## src/rtl/signed_arith_pkg.sv

```systemverilog
// Shared signed-arithmetic helpers: default width, subtraction overflow rule and
// the signed saturation limits used by the signed adder and subtractor blocks.
package signed_arith_pkg;

    localparam int DEFAULT_WIDTH = 8;
    localparam int MAX_WIDTH     = 64;

    // Overflow only when the operand signs differ and the result sign leaves a's sign.
    function automatic logic sub_overflow(input logic a_msb, input logic b_msb, input logic r_msb);
        return (a_msb != b_msb) && (r_msb != a_msb);
    endfunction

    function automatic logic [MAX_WIDTH-1:0] sat_max(input int width);
        return {MAX_WIDTH{1'b1}} >> (MAX_WIDTH - width + 1);
    endfunction

    function automatic logic [MAX_WIDTH-1:0] sat_min(input int width);
        return {{(MAX_WIDTH-1){1'b0}}, 1'b1} << (width - 1);
    endfunction

endpackage

```

## src/rtl/signed_sub_core.sv

```systemverilog
// Combinational two's-complement difference a - b with signed-overflow flag.
module signed_sub_core
    import signed_arith_pkg::*;
#(
    parameter int WIDTH = DEFAULT_WIDTH
) (
    input  logic [WIDTH-1:0] a,
    input  logic [WIDTH-1:0] b,
    output logic [WIDTH-1:0] raw,
    output logic             ovf
);

    always_comb begin
        raw = a + ~b + WIDTH'(1);
        ovf = sub_overflow(a[WIDTH-1], b[WIDTH-1], raw[WIDTH-1]);
    end

endmodule

```

## src/rtl/signed_subtractor_pipe.sv

```systemverilog
// Two-stage valid/ready pipelined signed subtractor with optional saturation,
// sticky overflow flag and saturating overflow event counter.
module signed_subtractor_pipe
    import signed_arith_pkg::*;
#(
    parameter int WIDTH    = DEFAULT_WIDTH,
    parameter int SATURATE = 0,
    parameter int CNT_W    = 8
) (
    input  logic             clk,
    input  logic             reset,
    input  logic             in_valid,
    output logic             in_ready,
    input  logic [WIDTH-1:0] a,
    input  logic [WIDTH-1:0] b,
    output logic             out_valid,
    input  logic             out_ready,
    output logic [WIDTH-1:0] d,
    output logic             overflow,
    output logic             sticky_ovf,
    input  logic             clr_sticky,
    output logic [CNT_W-1:0] ovf_count
);

    localparam logic [WIDTH-1:0] SAT_MAX = WIDTH'(sat_max(WIDTH));
    localparam logic [WIDTH-1:0] SAT_MIN = WIDTH'(sat_min(WIDTH));
    localparam logic [CNT_W-1:0] CNT_MAX = '1;

    logic             s1_valid;
    logic [WIDTH-1:0] s1_raw;
    logic             s1_ovf;
    logic             s1_amsb;
    logic             s2_valid;
    logic [WIDTH-1:0] s2_d;
    logic             s2_ovf;

    logic [WIDTH-1:0] core_raw;
    logic             core_ovf;
    logic             adv1;
    logic             adv2;
    logic [WIDTH-1:0] s2_d_next;
    logic             out_xfer;
    logic             ovf_xfer;

    signed_sub_core #(.WIDTH(WIDTH)) u_core (
        .a   (a),
        .b   (b),
        .raw (core_raw),
        .ovf (core_ovf)
    );

    // Handshake: a beat moves when valid && ready on the same rising edge. A stage
    // may load when it is empty or its downstream is loading this cycle, so
    // in_ready depends only on out_ready and stage occupancy, never on in_valid.
    always_comb begin
        adv2     = !s2_valid || out_ready;
        adv1     = !s1_valid || adv2;
        in_ready = adv1;
        out_xfer = s2_valid && out_ready;
        ovf_xfer = out_xfer && s2_ovf;
    end

    always_comb begin
        s2_d_next = s1_raw;
        if ((SATURATE != 0) && s1_ovf) begin
            s2_d_next = s1_amsb ? SAT_MIN : SAT_MAX;
        end
    end

    always_ff @(posedge clk or posedge reset) begin
        if (reset) begin
            s1_valid <= 1'b0;
            s1_raw   <= '0;
            s1_ovf   <= 1'b0;
            s1_amsb  <= 1'b0;
        end else if (adv1) begin
            s1_valid <= in_valid;
            if (in_valid) begin
                s1_raw  <= core_raw;
                s1_ovf  <= core_ovf;
                s1_amsb <= a[WIDTH-1];
            end
        end
    end

    always_ff @(posedge clk or posedge reset) begin
        if (reset) begin
            s2_valid <= 1'b0;
            s2_d     <= '0;
            s2_ovf   <= 1'b0;
        end else if (adv2) begin
            s2_valid <= s1_valid;
            if (s1_valid) begin
                s2_d   <= s2_d_next;
                s2_ovf <= s1_ovf;
            end
        end
    end

    // A delivered overflow beats a simultaneous clear: the event restarts the count.
    always_ff @(posedge clk or posedge reset) begin
        if (reset) begin
            sticky_ovf <= 1'b0;
            ovf_count  <= '0;
        end else if (ovf_xfer) begin
            sticky_ovf <= 1'b1;
            if (clr_sticky) begin
                ovf_count <= CNT_W'(1);
            end else if (ovf_count != CNT_MAX) begin
                ovf_count <= ovf_count + CNT_W'(1);
            end
        end else if (clr_sticky) begin
            sticky_ovf <= 1'b0;
            ovf_count  <= '0;
        end
    end

    assign out_valid = s2_valid;
    assign d         = s2_d;
    assign overflow  = s2_ovf;

endmodule

```

## config.mk

```make
export PLATFORM = sky130hd
export DESIGN_NAME = signed_subtractor_pipe
export DESIGN_NICKNAME = d
export VERILOG_FILES = /design/src/rtl/signed_arith_pkg.sv /design/src/rtl/signed_sub_core.sv /design/src/rtl/signed_subtractor_pipe.sv
export SDC_FILE = /design/constraint.sdc
export NUM_CORES = 1
export LEC_CHECK = 0
export ABC_AREA = 0
export CORE_MARGIN = 3
export CORE_UTILIZATION = 48
export DETAILED_ROUTE_END_ITERATION = 10
export HOLD_SLACK_MARGIN = 0.05
export PLACE_DENSITY = 0.77
export SYNTH_ARGS = -nofsm -noshare
export SYNTH_HDL_FRONTEND = slang
export SYNTH_SLANG_ARGS = --single-unit
```

## constraint.sdc

```tcl
create_clock -name clk -period 2.1 [get_ports clk]
set_clock_uncertainty 0.1 [all_clocks]
set_input_delay 0.63 -clock clk [delete_from_list [all_inputs] [get_ports clk]]
set_output_delay 0.63 -clock clk [all_outputs]
set_load 0.02 [all_outputs]
```

=== Word-level counts from Yosys, hierarchy flattened ===
Index checks and enable logic that the tools add are counted.
Widths: inputs -> output; s select.

* Memories kept: 0
* Input port bits: 21
* Output and inout bits: 20
* Bits in latches: 0
* RAM bits: 0
* Logic and storage cells: 33
* Memory bits (read-only): 0
* Register bits: 29

* Divide/modulo/power cells: 0
* Shifts and indexed selects: 0
* Reductions and logical operators: 12
* $lt $le $gt $ge: 0
* Equal/unequal tests: 3
* Multipliers: 0
* Mux-type cells: 6
* Bitwise operators: 1
* Add/sub/neg operators: 3

{| class="wikitable"
|+ Operators by type and width
! operator !! number
|-
| $mux 8 || 4
|-
| $add 8x1->8 const B || 2
|-
| $add 8x8->8 || 1
|-
| $ne 8x8->1 const B || 1
|-
| $not 8->8 || 1
|-
| $reduce_and 2->1 || 3
|-
| $reduce_bool 2->1 || 2
|-
| $logic_and 1x1->1 || 3
|-
| $logic_not 1->1 || 2
|-
| $logic_or 1x1->1 || 2
|-
| $mux 1 || 2
|-
| $ne 1x1->1 || 2
|}

=== Logic depth before layout (Yosys ltp) ===
* Depth after elaboration: 5
* Gate-level depth with buffers: 8
* Depth with buffers taken out: 8

=== Cells and area by module ===
A second synthesis with hierarchy kept.

* Cells, all modules: 147
* Area, all modules: 1,611.5 µm²

{| class="wikitable"
|+ By module, submodules not included
! module !! cells an instance !! instances !! area an instance (µm²) !! sequential area each (µm²)
|-
| signed_subtractor_pipe || 93 || 1 || 1,231.2 || 725.7
|-
| signed_sub_core || 54 || 1 || 380.4 || 0.0
|}

=== Worst setup path before layout ===
No wires, ideal clock.

* Path type: input-to-reg
* Start point: input port a[0]
* End point: register s1_raw[6]
* Path buffers: 0
* Required time: 1,904 ps
* Cell stages on the path: 8
* Setup time: 96 ps
* Path slack: 25 ps
* Arrival: 1,879 ps
* Cell sequence: inv_1 ha_1 fa_1 nor2b_4 o31a_1 o21a_1 o21a_1 o31ai_1

* Word-level cells in the longest chain between the ends: 2

{| class="wikitable"
|+ RTL lines
! item !! RTL line !! source
|-
| start, declared || signed_subtractor_pipe.sv:14 || <nowiki>input logic [WIDTH-1:0] a,</nowiki>
|-
| $add 8x8->8 || signed_sub_core.sv:14 || <nowiki>raw = a + ~b + WIDTH'(1);</nowiki>
|-
| $add 8x1->8 || signed_sub_core.sv:14 ||
|-
| end signal, assigned || signed_subtractor_pipe.sv:79 || <nowiki>s1_raw <= core_raw;</nowiki>
|-
| end, declared || signed_subtractor_pipe.sv:30 || <nowiki>logic [WIDTH-1:0] s1_raw;</nowiki>
|}

Every way passes these cells.
A chain may end at the register's enable or synchronous reset.

=== Worst setup path after layout ===
* Start point: input port b[1]
* End point: register s1_ovf

* Word-level cells in the longest chain between the ends: 5

{| class="wikitable"
|+ RTL lines
! item !! RTL line !! source
|-
| start, declared || signed_subtractor_pipe.sv:15 || <nowiki>input logic [WIDTH-1:0] b,</nowiki>
|-
| $not 8->8 || signed_sub_core.sv:14 ||
|-
| $add 8x8->8 || signed_sub_core.sv:14 ||
|-
| $add 8x1->8 || signed_sub_core.sv:14 ||
|-
| $ne 1x1->1 || signed_arith_pkg.sv:10 || <nowiki>return (a_msb != b_msb) && (r_msb != a_msb);</nowiki>
|-
| $logic_and 1x1->1 || signed_arith_pkg.sv:10 ||
|-
| end signal, assigned || signed_subtractor_pipe.sv:80 || <nowiki>s1_ovf <= core_ovf;</nowiki>
|-
| end, declared || signed_subtractor_pipe.sv:31 || <nowiki>logic s1_ovf;</nowiki>
|}

Every way passes these cells.

==> impl_metrics.py <==
metrics = {
    "setup_path": {
        "worst_r2r_path_depth": 6,
        "critPathArrivalTime_ns": 2.18,
        "crit-reg2reg-capture": "ovf_count[4]$_DFFE_PP0P_",
        "critPathCapture": "s1_ovf$_DFFE_PP0P_",
        "crit_slowest_cell": "ha_1",
        "category_of_the_critical_setup_timing_path": "in2reg",
        "timing.critical_path.from_type": "input pin",
        "startpoint_of_the_worst_slack_reg_to_reg_timing_path": "ovf_count[0]$_DFFE_PP0P_",
        "critical_path.max_fanout": 3,
        "worstPathCellList": "clkdlybuf4s15_1 -> inv_1 -> ha_1 -> nand2b_4 -> a211oi_4 -> o21a_1 -> nor4_2 -> a221o_1",
        "regToRegSetupSlack_ns": 0.28,
        "crit_path_max_incr_delay_ns": 0.32,
        "worstPathRequired_ns": 2.21,
        "worstSetupEndpointType": "flip-flop",
        "worstSetupStartpoint": "b[1]",
    },
    "global_routing": {
        "groute.layer.met3.usage_pct": 5.40,
        "globalRouteMet2Util_pct": 37.0,
        "grt_pass1_wl_microns": 6440,
        "vias_in_the_first_global_route": 1455,
        "initial_antenna_violation_count": 0,
        "grt_max_degree": 30,
        "grt_use_met1_pct": 22.1,
        "grt_overflow_total": 0,
        "global_route.usage.total_pct": 20.7,
        "gr-max-usage-layer": "met2",
    },
    "die": {
        "coreArea_sq_um": 2900,
        "die_area_sq_um": 3920,
        "number_of_ports_placed_on_the_die_boundary": 41,
        "die-width_microns": 62.6,
        "rows": 19,
        "chipHeight_microns": 62.6,
        "initial_core_util_pct": 53.0,
    },
    "layout": {
        "final_core_util_pct": 81.6,
        "antennaDiodeCount": 0,
        "layout_common_cells": "29 x dfrtp_1, 23 x buf_4, 15 x clkdlybuf4s50_1",
        "drive_above_1_share_pct": 28.8,
        "fin_nets": 245,
        "mostFrequentLayoutCell": "dfrtp_1",
        "layout-area-overhead-vs-synth_pct": 54.0,
    },
    "clock_tree": {
        "cts.sink_count": 29,
        "cts.path.max_buffers": 2,
        "cts-htree-levels": 2,
        "worst_setup_hold_path_clk_slew_ns": 0.08,
        "root_driver": "clkbuf_4",
        "cts_tree": "yes",
        "insertion_delay_ns": 0.32,
        "number_of_clock_buffers_inserted_by_tritoncts": 5,
    },
    "place": {
        "dpl_hpwl_microns": 2750,
        "routabilityCongestion": 0.869,
        "numPortBuffers": 40,
    },
    "power": {
        "p_leak_nw": 1.19,
        "worst_ir_drop_vdd_mv": 0.497,
        "power.density_cell_area_nw_per_um2": 682,
        "power.total_mw": 1.61,
    },
    "synthesis": {
        "ys.warnings.count": 0,
        "syn_std_cell_area_sq_um": 1540,
        "dominantRegCellSynth": "dfrtp_1",
        "synth.net_count": 175,
        "ys_types": 34,
        "synthesized_netlist_cell_count": 145,
        "ys_async_sr_fraction_pct": 100,
        "synth_edf_count": 0,
        "synth_seq_cells": 29,
        "synth.avg_cell_area_sq_um": 10.6,
        "seq_area_frac_synth_pct": 47.2,
    },
    "sta": {
        "worst_case_headroom_to_the_max_slew_limit_pct": 74.5,
        "layout_worst_path_cycle_share_pct": 98.5,
        "drv_slew": 0,
        "layout_min_cycle_time_ns": 2.07,
        "worstMarginPinSlew_ns": 0.382,
        "timing_hold_violations_final": 0,
        "finalSetupViolations": 0,
        "maxClockFrequency_mhz": 483,
    },
    "routing": {
        "drc": 0,
        "via_count": 1394,
        "antenna_left": 0,
        "vias_per_cell": 5.42,
        "route.final.wire_length_microns": 3790,
        "detail_route.wl_per_cell_microns": 14.7,
        "drtIter0Drc": 73,
        "drt_first_pass_iters": 4,
    },
    "flow_run": {
        "max_cap_viol_count": 0,
    },
    "hold_path": {
        "holdPathStages": 2,
        "worst_hold_path_class": "reg2reg",
    },
    "status": {
        "outcome": "complete, no violations",
    },
}
[layer usage]
metal	share of wire (%)	wire, microns
met5	0	0
met4	2.8	106
met3	4.4	166
met2	53	2000
met1	40	1520
[stage by stage]
| stage | area, sq um | setup TNS (ns) | hold WS [ns] | setup slack [ns] | std cells |
|---|---|---|---|---|---|
| after global routing | 2370 | -0.0493 | 0.412 | -0.0493 | 257 |
| final | 2370 | 0 | 0.379 | 0.0314 | 257 |
| after floorplan | 1540 | 0 | 0.345 | 0.0252 | 145 |
| after detailed placement | 2160 | -5.19 | 0.367 | -0.552 | 246 |
| after CTS | 2280 | 0 | 0.387 | 0.00968 | 255 |
| after global placement | 2160 | -3.96 | 0.355 | -0.472 | 246 |
[state kept, by name, indices dropped and copies added (netlist names)]
register and cells:
out_valid 1, ovf_count 8, overflow 1, s1_raw 8, s1_ovf 1, sticky_ovf 1, s1_valid 1, d 8
[synthesized netlist by cell type, types with 2 or more instances]
cell | number | share of area (%)
dfrtp_1 | 29 | 47
xor2_1 | 5 | 2.9
ha_1 | 8 | 6.5
nand4_1 | 2 | 0.81
o21a_1 | 6 | 2.9
nand2_1 | 11 | 2.7
mux2_2 | 9 | 6.6
and3_1 | 3 | 1.2
nor3_1 | 4 | 1.3
o21ai_0 | 6 | 2.0
o31ai_1 | 3 | 1.5
nor2_1 | 9 | 2.2
nand2b_1 | 6 | 2.4
a21o_1 | 3 | 1.5
nor4_1 | 2 | 0.81
a211oi_1 | 5 | 2.4
inv_1 | 12 | 2.9
a21oi_1 | 3 | 0.98
nand3_1 | 4 | 1.3
[worst max-delay path, delay by kind of cell]
kind            cells  cell delay (ns)
buf+inv             2             0.30
compound gates      3             0.78
simple gates        2             0.15
fa+ha+maj           1             0.32
[cell type report]
type                       count  area (sq um)
sequential                    29           726
tap                           42          52.6
timing repair buffer          65           622
clock buffer                   7          55.1
inverter                      12          45.0
multi-input combinational    102           866
fill                         181           534
[worst min-delay path by stage]
stage,endpoint,startpoint
detailed placement,s1_raw[6]$_DFFE_PP0P_,s1_raw[6]$_DFFE_PP0P_
floorplan,s1_raw[3]$_DFFE_PP0P_,s1_raw[3]$_DFFE_PP0P_
global route,s1_raw[4]$_DFFE_PP0P_,s1_raw[4]$_DFFE_PP0P_
global placement,s1_raw[0]$_DFFE_PP0P_,s1_raw[0]$_DFFE_PP0P_
CTS,s1_raw[6]$_DFFE_PP0P_,s1_raw[6]$_DFFE_PP0P_
finish,s1_raw[3]$_DFFE_PP0P_,s1_raw[3]$_DFFE_PP0P_
[cell families after synthesis]
logic type,count (synthesis),synth area share [%]
AND/OR/NAND/NOR,44,14.6
buffers and inverters,14,3.50
adder cells (fa/ha/maj),9,7.82
XOR/XNOR,6,3.42
AO/OA/AOI/OAI,33,16.2
multiplexers,10,7.25
flip-flops,29,47.2
[power breakdown]
part / internal (mW) / leakage (nW) / switching (mW)
sequential: 0.654 / 0.364 / 0.0552
combinational: 0.309 / 0.795 / 0.265
clock: 0.158 / 0.0314 / 0.174
total: 1.12 / 1.19 / 0.494
[what timing repair did]
item	CTS	global route
buffers inserted	2	2
setup endpoints to repair	11	10
endpoints found under the hold margin	0	0
resized for setup	36	18
hold buffers	0	0
pin swaps	10	6
No activity file was read; power rests on OpenSTA's default activity.
